==> src/rtl/regfile_sb.sv <==
// Integer register file with write-through forwarding and a per-register busy
// scoreboard; NRP combinational read ports, one write-back port, issue tracking.
module regfile_sb #(
    parameter int unsigned XLEN     = 32,
    parameter int unsigned NREG     = 32,
    parameter int unsigned AW       = $clog2(NREG),
    parameter int unsigned NRP      = 2,
    parameter bit          ZERO_REG = 1'b1
) (
    input  logic                      i_clk,
    input  logic                      i_rst_n,
    input  logic [NRP-1:0]            i_re,
    input  logic [NRP*AW-1:0]         i_raddr,
    output logic [NRP*XLEN-1:0]       o_rdata,
    output logic [NRP-1:0]            o_rbusy,
    input  logic                      i_we,
    input  logic [AW-1:0]             i_waddr,
    input  logic [XLEN-1:0]           i_wdata,
    input  logic                      i_iss,
    input  logic [AW-1:0]             i_iss_rd,
    input  logic                      i_flush,
    output logic [$clog2(NREG):0]     o_busy_cnt
);

    localparam int unsigned CW = $clog2(NREG) + 1;

    logic [XLEN-1:0] r_regs [NREG];
    logic [NREG-1:0] r_busy;
    logic [CW-1:0]   r_busy_cnt;

    logic            w_wr_en;
    logic [NREG-1:0] w_busy_nxt;
    logic [CW-1:0]   w_cnt_nxt;
    logic [AW-1:0]   w_ra [NRP];

    assign w_wr_en    = i_we && !(ZERO_REG && (i_waddr == '0));
    assign o_busy_cnt = r_busy_cnt;

    // Scoreboard next state: flush > issue (newer producer) > write-back clear.
    always_comb begin
        w_busy_nxt = r_busy;
        w_cnt_nxt  = '0;
        for (int unsigned r = 0; r < NREG; r++) begin
            if (i_flush) begin
                w_busy_nxt[r] = 1'b0;
            end else if (i_iss && (i_iss_rd == AW'(r)) && !(ZERO_REG && (r == 0))) begin
                w_busy_nxt[r] = 1'b1;
            end else if (i_we && (i_waddr == AW'(r))) begin
                w_busy_nxt[r] = 1'b0;
            end
            w_cnt_nxt = w_cnt_nxt + CW'(w_busy_nxt[r]);
        end
    end

    // Read ports with same-cycle forwarding of the write-back data.
    always_comb begin
        o_rdata = '0;
        o_rbusy = '0;
        for (int unsigned i = 0; i < NRP; i++) begin
            w_ra[i] = i_raddr[i*AW +: AW];
            if (!i_re[i]) begin
                o_rdata[i*XLEN +: XLEN] = '0;
            end else if (ZERO_REG && (w_ra[i] == '0)) begin
                o_rdata[i*XLEN +: XLEN] = '0;
            end else if (i_we && (i_waddr == w_ra[i])) begin
                o_rdata[i*XLEN +: XLEN] = i_wdata;
            end else begin
                o_rdata[i*XLEN +: XLEN] = r_regs[w_ra[i]];
                o_rbusy[i]              = r_busy[w_ra[i]];
            end
        end
    end

    always_ff @(posedge i_clk or negedge i_rst_n) begin
        if (!i_rst_n) begin
            for (int unsigned r = 0; r < NREG; r++) begin
                r_regs[r] <= '0;
            end
        end else if (w_wr_en) begin
            r_regs[i_waddr] <= i_wdata;
        end
    end

    always_ff @(posedge i_clk or negedge i_rst_n) begin
        if (!i_rst_n) begin
            r_busy     <= '0;
            r_busy_cnt <= '0;
        end else begin
            r_busy     <= w_busy_nxt;
            r_busy_cnt <= w_cnt_nxt;
        end
    end

endmodule

==> config.mk <==
export PLATFORM = sky130hd
export DESIGN_NAME = regfile_sb
export DESIGN_NICKNAME = d
export VERILOG_FILES = /design/src/rtl/regfile_sb.sv
export SDC_FILE = /design/constraint.sdc
export NUM_CORES = 2
export LEC_CHECK = 0
export ABC_AREA = 1
export CORE_ASPECT_RATIO = 1.2
export CORE_MARGIN = 1
export CORE_UTILIZATION = 45
export DETAILED_ROUTE_END_ITERATION = 6
export MAX_ROUTING_LAYER = met4
export SETUP_SLACK_MARGIN = 0.5
export SYNTH_ARGS = -nofsm -noshare
export SYNTH_HDL_FRONTEND = slang
export SYNTH_SLANG_ARGS = --single-unit
==> constraint.sdc <==
create_clock -name i_clk -period 10.7 [get_ports i_clk]
set_clock_uncertainty 0.15 [all_clocks]
set_input_delay 2.14 -clock i_clk [delete_from_list [all_inputs] [get_ports i_clk]]
set_output_delay 2.14 -clock i_clk [all_outputs]
set_load 0.01 [all_outputs]
**Word-level counts from Yosys, hierarchy flattened**

Index checks and enable logic that the tools add are counted.

- Register bits after elaboration: 1062
- Input port bits: 59
- Output and inout bits: 72
- Logic and storage cells: 329

- Add/sub/neg operators: 31
- $lt $le $gt $ge: 6
- Equal/unequal tests: 64
- Muxes and demuxes: 120
- Bitwise gates (word level): 3
- Reduce and logical (&&, ||, !) cells: 71

Operator list:

| cell | count |
|---|---|
| $bwmux W1024 | 1 |
| $mux W32 | 11 |
| $bmux W32 S5 | 2 |
| $demux W32 S5 | 1 |
| $eq A5 B5 Y1 const B | 32 |
| $add A6 B1 Y6 | 26 |
| $mux W1 | 103 |
| $eq A5 B4 Y1 const B | 16 |
| $logic_and A1 B1 Y1 | 67 |
| $eq A5 B3 Y1 const B | 8 |
| $eq A5 B2 Y1 const B | 4 |
| $ge A6 B6 Y1 const B | 3 |
| $not A5 Y6 | 3 |
| $logic_not A5 Y1 | 3 |
| $lt A5 B6 Y1 const B | 2 |
| $bmux W1 S5 | 2 |
| $eq A5 B1 Y1 const B | 2 |
| $eq A5 B5 Y1 | 2 |
| $add A5 B1 Y6 | 1 |
| $lt A6 B1 Y1 const B | 1 |
| $add A4 B1 Y5 | 1 |
| $add A3 B1 Y4 | 1 |
| $add A2 B1 Y3 | 1 |
| $add A1 B1 Y2 | 1 |
| $logic_not A1 Y1 | 1 |

**Logic depth before layout (Yosys ltp)**

- Depth after elaboration: 36
- Mapped depth: 23
- Gate-level depth less buffers: 23

**Worst setup path before layout**

Ideal clock, no wire load.

- Kind: input -> register
- Start: input port i_waddr[0]
- End: register r_busy_cnt[4], in the netlist o_busy_cnt[4]
- Setup time: 0.079 ns
- Arrival time: 6.786 ns
- Data required time: 10.471 ns
- Setup slack: 3.685 ns
- Cell stages on the path: 19
- Buffers on the path: 0
- Cells stage by stage: inv_2 nor3_4 inv_2 nor2_4 inv_2 a22o_1 nand2_1 fa_1 fa_1 fa_1 fa_1 fa_1 fa_1 inv_1 ha_1 inv_1 fa_1 o21ai_0 xor2_1

- Cells in the longest elaborated chain, start to end: 36
- Elaborated cells between the ends (all ways): 190

RTL lines:

| element | RTL line | source |
|---|---|---|
| start, declared | 17 | `input logic [AW-1:0] i_waddr,` |
| $eq A5 B1 Y1 | 48 | `end else if (i_we && (i_waddr == AW'(r))) begin` |
| $logic_and A1 B1 Y1 | 48 |  |
| $mux W1 | 48 |  |
| $mux W1 | 46 | `end else if (i_iss && (i_iss_rd == AW'(r)) && !(ZERO_REG && (r == 0))) begin` |
| $mux W1 | 44 | `if (i_flush) begin` |
| $add A1 B1 Y2 | 51 | `w_cnt_nxt = w_cnt_nxt + CW'(w_busy_nxt[r]);` |
| $add A2 B1 Y3 | 51 |  |
| $add A3 B1 Y4 | 51 |  |
| $add A4 B1 Y5 | 51 |  |
| $add A5 B1 Y6 | 51 |  |
| $add A6 B1 Y6 (25 in series) | 51 |  |
| $add A6 B1 Y6 * | 51 |  |
| via w_cnt_nxt[4] | 33 | `logic [CW-1:0] w_cnt_nxt;` |
| end signal, assigned | 90 | `r_busy_cnt <= w_cnt_nxt;` |
| end, declared | 29 | `logic [CW-1:0] r_busy_cnt;` |

The timed path passes the listed nets; every way through them passes the cells marked *.
A chain may end at the register's enable or synchronous reset.

**Final worst setup path**

- Start: input port i_raddr[1]
- End: output port o_rdata[13]

- Cells in the longest elaborated chain, start to end: 7
- Elaborated cells between the ends (all ways): 10

RTL lines:

| element | RTL line | source |
|---|---|---|
| start, declared | 13 | `input logic [NRP*AW-1:0] i_raddr,` |
| $not A5 Y6 (implied by the code) | 68 | `o_rdata[i*XLEN +: XLEN] = r_regs[w_ra[i]];` |
| $bmux W32 S5 | 68 |  |
| $mux W32 (implied by the code) (2 in series) | 68 |  |
| $mux W32 | 65 | `end else if (i_we && (i_waddr == w_ra[i])) begin` |
| $mux W32 * | 63 | `end else if (ZERO_REG && (w_ra[i] == '0)) begin` |
| $mux W32 * | 61 | `if (!i_re[i]) begin` |
| end, declared | 14 | `output logic [NRP*XLEN-1:0] o_rdata,` |

Every way passes the cells marked *; elsewhere a longest branch is shown, timed or not. The select of a mux whose other input is x is not followed.

==> results.toml <==
[routing]
wl_per_cell_um = 24.1
wirelength_um = 250000
viasPerCell = 5.92
vias = 61300
drc = 0
drt_iter0_drc = 8533
detail-route-antenna-nets = 0
drt-pass1-iter-count = 6

[flow_run]
maxCapViolCount = 0

[layout]
drive_above_1_share_pct = 5.31
synthToLayoutAreaGrowth_pct = 8.52
fin_area_mm2 = 0.0673
nNetsFinal = 8554

[sta]
tightestPinTransition_ns = 1.23
fmax_mhz = 120
period_share_pct = 77.7
fin_setup_tns_ns = 0
drv_slew = 0
setup_viol = 0
rsz0062_at_grt = "no"
hold_viol = 0
relSlewSlack_pct = 18.3
setup_ws_ns = 2.39
fin_crit_ns = 8.31

[yosys]
ys.warnings.count = 0
synth_top_cell_by_area = "dfrtp_1"
ys_top_cells_by_count = "nand2_1, o21ai_0, nand3_1"
ys.flop_type = "dfrtp_1"
yosysMostFrequentCell = "nand2_1"
synth_top_area_share_pct = 42.9
synthCells = 8886
synthArstFlopShare_pct = 100
syn-num-nets = 8976
yosysUniqueCellTypes = 35
synth-edff-count = 0
syn_area_mm2 = 0.0620
synth_area_leaders = "dfrtp_1, nand2_1, o21ai_0, nand3_1, inv_1"
seq_area_frac_synth_pct = 42.9
avgSynthCellArea_um2 = 6.97
yosys_register_bits = 1062

[pwr]
sw_frac_of_total_pct = 32.9
combPwrFrac_pct = 21.8
p_sw_mw = 3.96
p_leak_nw = 31.7
clock_power_share_pct = 35.0
power.internal_mw = 8.07
worst_ir_drop_vdd_mv = 0.157
p_per_area_mw_per_mm2 = 179
p_seq_share_pct = 43.2

[floorplan]
fp.dieW_um = 341
dieHeight_um = 409
fp-row-count = 148
die_area_mm2 = 0.139
start_util_pct = 45.5
io_pins = 131
core_mm2 = 0.136

[critical_path]
worstReg2RegEnd = "o_busy_cnt[4]"
cp.required_ns = 8.41
end_kind = "output pin"
crit_fanout = 84
worstSetupStartpointType = "input pin"
path_class = "input pin to output pin"
arrival_ns = 6.02
r2r_cells = 15
worstReg2RegStart = "r_busy[15]"
r2r_slack_ns = 5.58

[place]
portBuffers = 130
dp_hpwl_um = 132000
gp_congestion = 0.892
placed_area_mm2 = 0.0633
post-place-ws_ns = 1.95

[clock_network]
tritoncts = "built"
cts_resized = 0
cts-root-buf = "clkbuf_16"
hold_buffers = 0
clk_path_buf_depth = 3
postCtsSetupRepairBufs = 0
clk_pin_slew_ns = 0.05
cts_buffers = 116
cts_sinks = 1062
clk_latency_ns = 0.77
htree_levels = 3

[min_path]
min_to = "r_regs[1006]"
min_path_type = "flop to flop"
worstHoldStart = "r_regs[1006]"
holdPathStages = 0

[grt]
grt_pass1_wl_um = 372000
grt_pass1_vias = 57600
track_usage_pct = 36.5
overflow = 0
antenna_found_initial = 8
grt_max_degree = 174

[run_status]
status = "finished clean"
## logic make-up (layout without fill, tap and decap cells)
kind of cell	after synthesis	after routing	synth area share, %
buffers and inverters	1698	1375	11.1
other	0	5	0
adder cells (fa/ha/maj)	31	31	0.917
AO/OA/AOI/OAI	2047	2047	17.8
AND/OR/NAND/NOR	4045	4045	27.3
flip-flops	1062	1062	42.9
XOR/XNOR	3	3	0.0424
## metrics by stage
stage / total power, mW / cells / util [%] / hold WS, ns
after floorplan: 6.99 / 8886 / - / 0.279
after global placement: 7.74 / 10100 / 46.5 / 0.215
after detailed placement: 7.82 / 10100 / 46.5 / 0.218
after CTS: 12.0 / 10400 / 49.4 / 0.232
after global routing: 12.6 / 10400 / 49.4 / 0.237
final: 12.0 / 10400 / 49.4 / 0.227
## layout by cell type, fill, tap and decap left out, types with 4 or more instances in the layout
cell	count
inv_2	37
buf_4	106
clkbuf_1	26
inv_1	866
clkinv_8	4
nor2_4	18
a21oi_1	356
clkbuf_8	30
bufinv_16	7
nand2_1	2698
nand2_2	4
o2111ai_1	6
ha_1	7
o21ai_1	161
fa_1	24
clkbuf_16	117
buf_8	5
o21ai_0	1221
inv_8	4
or2_2	46
clkinv_2	26
nand3_1	1126
nand2_4	11
buf_12	15
dfrtp_1	1062
o211ai_1	295
nor2_1	126
clkdlybuf4s50_1	119
nor3_2	7
diode_2	5
## worst max path at each step
| stage | startpoint | endpoint | slack (ns) | cells past startpoint |
|---|---|---|---|---|
| floorplan | i_waddr[0] | o_busy_cnt[4] | 3.68 | 19 |
| global route | i_raddr[5] | o_rdata[39] | 2.36 | 12 |
| finish | i_raddr[1] | o_rdata[13] | 2.39 | 10 |
| CTS | i_raddr[1] | o_rdata[27] | 2.60 | 11 |
| detailed placement | i_waddr[0] | o_busy_cnt[5] | 1.95 | 22 |
| global placement | i_waddr[2] | o_busy_cnt[5] | 1.91 | 24 |
## worst max-delay path, cell delays in order
cell and delay [ns]:
buf_8 0.57, inv_8 0.33, o211ai_1 0.31, nor2_1 0.08, nand2_2 0.57, nand2_1 0.14
inv_2 0.67, nand3_1 0.33, nand2_1 0.15, clkdlybuf4s50_1 0.55
## layout make-up
class,count,area (um^2)
antenna,5,12.5
clock buffer,173,3440
inverter,909,3450
tap,1800,2250
fill,13500,68900
clock inverter,44,485
multi-input combinational,6126,28600
timing repair buffer,249,2390
sequential,1062,26600
## power by group through the flow
stage	logic, mW	clock network, mW	registers, mW
2_1_floorplan	1.84	0	5.15
6_report	2.63	4.21	5.19
3_5_place_dp	2.58	0	5.24
3_3_place_gp	2.52	0	5.22
5_1_grt	2.98	4.40	5.27
4_1_cts	2.59	4.24	5.18
## sequential cells by signal (all words and copies together) (netlist names)
name	cells
o_busy_cnt	6
r_busy	32
r_regs	1024
## metal layers
layer / share of wire, % / wire length, um / GRT usage, % / vias up
met3: 11 / 28300 / 7.50 / 642
met2: 43 / 108000 / 53.7 / 3504
met1: 41 / 102000 / 48.4 / 29300
met5: 0 / 0 / - / -
met4: 4.8 / 12100 / 16.3 / 0
li1: - / - / - / 27900
Power figures use the tool's default switching activity.
